## config.mk

```make
export PLATFORM = sky130hd
export DESIGN_NAME = as_oq_port_demux
export DESIGN_NICKNAME = d
export VERILOG_FILES = /design/src/rtl/as_oq_port_demux.sv
export SDC_FILE = /design/constraint.sdc
export NUM_CORES = 1
export LEC_CHECK = 0
export ABC_CLOCK_PERIOD_IN_PS = 10600
export BUFFER_PORTS_ARGS = -buffer_cell sky130_fd_sc_hd__buf_2
export CAP_MARGIN = 20
export CORE_AREA = 2 2 351 353
export DETAILED_ROUTE_END_ITERATION = 10
export DIE_AREA = 0 0 353 355
export PLACE_DENSITY = 0.54
export SYNTH_ARGS = -nofsm -noshare
export SYNTH_HDL_FRONTEND = slang
export SYNTH_SLANG_ARGS = --single-unit
export TNS_END_PERCENT = 5
```

## constraint.sdc

```tcl
create_clock -name clk -period 10.6 [get_ports clk]
set_input_delay 1.06 -clock clk [delete_from_list [all_inputs] [get_ports clk]]
set_output_delay 1.06 -clock clk [all_outputs]
set_load 0.1 [all_outputs]
```

## src/rtl/as_oq_port_demux.sv

```systemverilog
// as_oq_port_demux: buffers pipeline words in a small input FIFO, decodes the
// one-hot dst-port field of the IOQ module header and replicates each packet to
// every selected output lane. Packets with no selected lane or no IOQ header
// are dropped. Forwarded and dropped packets are counted.
module as_oq_port_demux #(
  parameter int unsigned DATA_WIDTH         = 64,
  parameter int unsigned CTRL_WIDTH         = DATA_WIDTH / 8,
  parameter int unsigned NUM_OUTPUT_QUEUES  = 8,
  parameter logic [NUM_OUTPUT_QUEUES-1:0] PORT_MASK = {NUM_OUTPUT_QUEUES{1'b1}},
  parameter int unsigned IN_FIFO_DEPTH_BITS = 4
) (
  input  logic                         clk,
  input  logic                         reset,
  input  logic [DATA_WIDTH-1:0]        in_data,
  input  logic [CTRL_WIDTH-1:0]        in_ctrl,
  input  logic                         in_wr,
  output logic                         in_rdy,
  output logic [DATA_WIDTH-1:0]        out_data,
  output logic [CTRL_WIDTH-1:0]        out_ctrl,
  output logic [NUM_OUTPUT_QUEUES-1:0] out_wr,
  input  logic [NUM_OUTPUT_QUEUES-1:0] out_rdy,
  output logic [31:0]                  pkt_fwd_cnt,
  output logic [31:0]                  pkt_drop_cnt
);

  localparam int unsigned DST_POS = 16;
  localparam int unsigned DEPTH   = 1 << IN_FIFO_DEPTH_BITS;
  localparam logic [CTRL_WIDTH-1:0] IOQ_CTRL = CTRL_WIDTH'(8'hFF);
  localparam logic [IN_FIFO_DEPTH_BITS:0] CNT_FULL  = (IN_FIFO_DEPTH_BITS+1)'(DEPTH);
  localparam logic [IN_FIFO_DEPTH_BITS:0] CNT_NFULL = (IN_FIFO_DEPTH_BITS+1)'(DEPTH - 1);

  typedef enum logic [3:0] {
    WAIT_SOP = 4'b0001,
    FWD_HDRS = 4'b0010,
    FWD_DATA = 4'b0100,
    DROP     = 4'b1000
  } state_e;

  // Input FIFO storage and pointers
  logic [DATA_WIDTH+CTRL_WIDTH-1:0] mem_q [DEPTH];
  logic [IN_FIFO_DEPTH_BITS-1:0]    wr_ptr_q, wr_ptr_d, rd_ptr_q, rd_ptr_d;
  logic [IN_FIFO_DEPTH_BITS:0]      count_q, count_d;
  logic                             fifo_empty, push, pop;
  logic [DATA_WIDTH-1:0]            head_data;
  logic [CTRL_WIDTH-1:0]            head_ctrl;

  // Control state
  state_e                         state_q, state_d;
  logic [NUM_OUTPUT_QUEUES-1:0]   dst_lat_q, dst_lat_d;
  logic                           drop_in_data_q, drop_in_data_d;
  logic [31:0]                    fwd_cnt_q, fwd_cnt_d, drop_cnt_q, drop_cnt_d;
  logic [NUM_OUTPUT_QUEUES-1:0]   sop_dst, eff_dst;
  logic                           fire;

  assign fifo_empty = (count_q == '0);
  assign push       = in_wr && (count_q != CNT_FULL);
  assign in_rdy     = !(count_q >= CNT_NFULL);
  assign {head_data, head_ctrl} = mem_q[rd_ptr_q];

  assign out_data     = head_data;
  assign out_ctrl     = head_ctrl;
  assign pkt_fwd_cnt  = fwd_cnt_q;
  assign pkt_drop_cnt = drop_cnt_q;

  // In WAIT_SOP the lane set is taken straight from the head so the first word
  // can fire in the same cycle it is examined (no bubble between packets).
  assign sop_dst = (head_ctrl == IOQ_CTRL) ? (head_data[DST_POS +: NUM_OUTPUT_QUEUES] & PORT_MASK) : '0;
  assign eff_dst = (state_q == WAIT_SOP) ? sop_dst : dst_lat_q;
  assign fire    = !fifo_empty && (state_q != DROP) && (&(out_rdy | ~eff_dst));
  assign out_wr  = reset ? (eff_dst & {NUM_OUTPUT_QUEUES{fire}}) : '0;

  // Write-only storage; flushing is done by resetting the pointers
  always_ff @(posedge clk) begin
    if (push) mem_q[wr_ptr_q] <= {in_data, in_ctrl};
  end

  // FIFO pointer and occupancy update
  always_comb begin
    wr_ptr_d = wr_ptr_q;
    rd_ptr_d = rd_ptr_q;
    count_d  = count_q;
    if (push) wr_ptr_d = wr_ptr_q + 1'b1;
    if (pop)  rd_ptr_d = rd_ptr_q + 1'b1;
    if (push && !pop)      count_d = count_q + 1'b1;
    else if (!push && pop) count_d = count_q - 1'b1;
  end

  // Packet FSM: next state, lane latch, pop decision and counters
  always_comb begin
    state_d        = state_q;
    dst_lat_d      = dst_lat_q;
    drop_in_data_d = drop_in_data_q;
    fwd_cnt_d      = fwd_cnt_q;
    drop_cnt_d     = drop_cnt_q;
    pop            = 1'b0;
    unique case (state_q)
      WAIT_SOP: begin
        if (!fifo_empty) begin
          if (sop_dst != '0) begin
            dst_lat_d = sop_dst;
            if (fire) begin
              pop     = 1'b1;
              state_d = FWD_HDRS;
            end
          end else begin
            pop            = 1'b1;
            state_d        = DROP;
            drop_in_data_d = (head_ctrl == '0);
          end
        end
      end
      FWD_HDRS: begin
        if (fire) begin
          pop = 1'b1;
          if (head_ctrl == '0) state_d = FWD_DATA;
        end
      end
      FWD_DATA: begin
        if (fire) begin
          pop = 1'b1;
          if (head_ctrl != '0) begin
            fwd_cnt_d = fwd_cnt_q + 32'd1;
            state_d   = WAIT_SOP;
          end
        end
      end
      DROP: begin
        if (!fifo_empty) begin
          pop = 1'b1;
          if (head_ctrl == '0) begin
            drop_in_data_d = 1'b1;
          end else if (drop_in_data_q) begin
            drop_cnt_d = drop_cnt_q + 32'd1;
            state_d    = WAIT_SOP;
          end
        end
      end
      default: state_d = WAIT_SOP;
    endcase
  end

  // State, FIFO pointers and counters with synchronous active-low reset
  always_ff @(posedge clk) begin
    if (!reset) begin
      state_q        <= WAIT_SOP;
      dst_lat_q      <= '0;
      drop_in_data_q <= 1'b0;
      fwd_cnt_q      <= '0;
      drop_cnt_q     <= '0;
      wr_ptr_q       <= '0;
      rd_ptr_q       <= '0;
      count_q        <= '0;
    end else begin
      state_q        <= state_d;
      dst_lat_q      <= dst_lat_d;
      drop_in_data_q <= drop_in_data_d;
      fwd_cnt_q      <= fwd_cnt_d;
      drop_cnt_q     <= drop_cnt_d;
      wr_ptr_q       <= wr_ptr_d;
      rd_ptr_q       <= rd_ptr_d;
      count_q        <= count_d;
    end
  end

endmodule

```

==> impl_metrics.toml <==
[yosys]
synthMuxAreaShare_pct = 16.9
synthCells = 2300
synthesis.area_sq_um = 48400
synth-edff-count = 1152
mappedNetlistNets = 2395
ys_ff_latch = 1246
yosys_warnings = 0
synth_xor_area_share_pct = 0.380
synth_fa_ha_area_share_pct = 0.326
synthArstFlopShare_pct = 0
synth_ff_type = "edfxtp_1"
yosysSeqAreaShare_pct = 75.4
synth_compound_area_share_pct = 2.11
postSynthAreaPerCell_sq_um = 21.0
synth_top_cell_area_share_pct = 71.5
synth_top_family_by_area = "multiplexers"
yosys.area.top_type = "edfxtp_1"
synth.area.top_cells = "edfxtp_1, mux4_2, dfxtp_1"
ys_types = 64
synth-simple-area-share_pct = 3.44

[power_and_ir_drop]
power_density_nw_per_um2 = 252
cellLeakagePower_uw = 0.0177
peakVddDrop_uv = 243

[placement]
dpl_cell_area_sq_um = 51600
gp_congestion = 0.767
place_ws_ns = 4.23
hpwl_microns = 62200
portBuffers = 227

[global_routing]
grt_overflow_total = 0
met3_usage_pct = 4.14
grt_first_pass_wirelength_microns = 167000
use_met2_pct = 30.2
use_met1_pct = 24.4
antenna_found_initial = 27
grt_max_degree = 167
grt.total_usage_pct = 18.3
grt_pass1_vias = 24600
busiest_layer = "met2"

[final_layout]
area_growth_pct = 15.3
seqCellArea_sq_um = 36500
nFillCells = 10300
finish.net_count = 2703
drive_gt1_share_pct = 31.7
final_area_sq_um = 55800
multiInputGateArea_sq_um = 11300
post-route-util_pct = 46.0

[worst_setup_path]
path_max_fanout = 166
startpoint_type = "register"
crit_chain = "buf_12 > mux4_2 > a22o_1 > nor2_1 > o22ai_1 > or4b_1 > a21oi_1 > nand2_1 > a21oi_1 > buf_2"
crit_top_cell = "a21oi_1"
critPathMaxStageDelay_ns = 0.89
crit_buf_inv = 2
crit_path_end_kind = "output pin"
crit_family = "simple AND/OR/NAND/NOR gates"
crit_type = "reg -> out"
crit_required_ns = 9.54
crit_arrival_ns = 6.00
crit_slowest_cell = "dfxtp_4"

[detailed_routing]
ant_nets = 0
dr_total_vias = 23800
via_per_inst = 5.48
first_iter_violations = 2128
drt_pass1_iterations = 7
wl_microns = 114000
wl_per_cell_microns = 26.3
drcViolationCount = 0

[cts]
cts_tree = "done"
cts_buffers = 136
ctsRootBufferMaster = "clkbuf_16"
cts_buffer_depth = 3
ctsHoldBuffers = 0
clk_latency_ns = 0.73
cts_num_sinks = 1246
ctsResizeCount = 0
htree_levels = 4
clkTransAtPathRegs_ns = 0.06
post-cts-setup-buffers = 0

[sta]
slew_headroom_pct = 24.0
layout_worst_path_cycle_share_pct = 66.6
skew_ns = 0.0234
setup_viol = 0
fin_ws_ns = 3.54
tns_ns = 0
worst_pin_slew_ns = 1.14
rsz0062_at_grt = "no"
hold_viol_final = 0
fmax_mhz = 142
min_period_ns = 7.06
hold_slack_ns = 0.482
slew_viol_final = 0

[die]
die_w_microns = 353
die_h_microns = 355
pin_count = 228
core_area_sq_um = 121000
start_util_pct = 39.9
rows = 128
die_area_sq_um = 125000

[hold_path]
min_path_type = "reg -> reg"

[flow_run]
drv_cap = 0

[status]
status = "finished, final reports clean"
==> synthesized netlist by cell type, types with 9 or more instances <==
cell type / instances
nor3_1: 15
a21o_1: 10
and3_1: 24
edfxtp_1: 1152
inv_1: 46
o21a_1: 10
buf_1: 25
clkbuf_1: 62
a21oi_1: 59
a31o_2: 9
dfxtp_1: 94
o21ai_0: 12
nand4_1: 16
mux4_2: 342
nand3_1: 33
nand2b_1: 18
nor2_1: 77
buf_6: 10
ha_1: 11
or4_1: 9
xnor2_1: 17
nand2_1: 81
mux2i_1: 42
==> metrics by stage <==
step	total power, uW	cells
global placement	9740	4094
detailed placement	9770	4094
global route	14600	4338
floorplan	8940	2300
CTS	14300	4336
finish	14100	4340
==> placed cells by master, fill, tap and decap left out, types with 9 or more instances in the layout <==
cell	n
mux4_2	342
clkinv_2	21
clkinv_1	25
dfxtp_1	90
nand2b_1	18
or4_1	9
mux2i_1	42
nand3_1	33
nor2_1	65
edfxtp_1	1152
a21oi_1	59
o21a_1	10
clkbuf_16	139
and3_1	24
ha_1	11
inv_1	46
a31o_2	9
nor2_4	12
nand2_1	81
nand4_1	16
buf_2	227
buf_4	51
a21o_1	10
nor3_1	11
o21ai_0	12
xnor2_1	17
clkbuf_1	32
==> final cells by class <==
type	count	share of cell area, %
inverter	47	0.316
clock buffer	172	6.47
antenna	3	0.0134
multi-input combinational	896	20.3
tap	1625	3.64
sequential	1246	65.4
clock inverter	70	1.08
timing repair buffer	281	2.84
==> tightest hold or removal path, delay by kind of cell (launching register included) <==
family,cells,cell delay [ns]
simple gates,1,0.05
mux,1,0.06
flops,1,0.32
==> report_power, final <==
part / total (uW) / switching [uW] / internal, uW / leakage, uW
clock: 4480 / 1870 / 2610 / 0.00205
sequential: 5620 / 117 / 5510 / 0.0112
combinational: 3970 / 2620 / 1350 / 0.00444
==> sequential cells by signal, summed over array words and instances, names as in the netlist, named ones only <==
name            count
drop_in_data_q      1
mem_q            1152
count_q             5
pkt_drop_cnt       32
state_q             4
rd_ptr_q            4
pkt_fwd_cnt        32
dst_lat_q           8
wr_ptr_q            4
==> cell families after synthesis <==
logic type,after synthesis
multiplexers,389
AO/OA/AOI/OAI,146
flip-flops,1246
XOR/XNOR,21
buffers and inverters,158
AND/OR/NAND/NOR,328
adder cells (fa/ha/maj),12
==> routing by layer <==
layer | share of wire, % | wire length [microns]
met5 | 0.15 | 175
met4 | 2.2 | 2490
met3 | 6.1 | 6910
met2 | 49 | 56500
met1 | 42 | 48200
==> path summary, 6_finish.rpt <==
kind / from / to / slack (ns) / depth (start not counted)
setup reg to reg: register / count_q[4] / 4.51 / 16
hold / removal: pkt_fwd_cnt[31] / pkt_fwd_cnt[31] / 0.48 / 2
hold reg to reg: pkt_fwd_cnt[31] / pkt_fwd_cnt[31] / 0.48 / 2
setup / recovery: register / out_wr[0] / 3.54 / 10
Power figures use the tool's default switching activity.
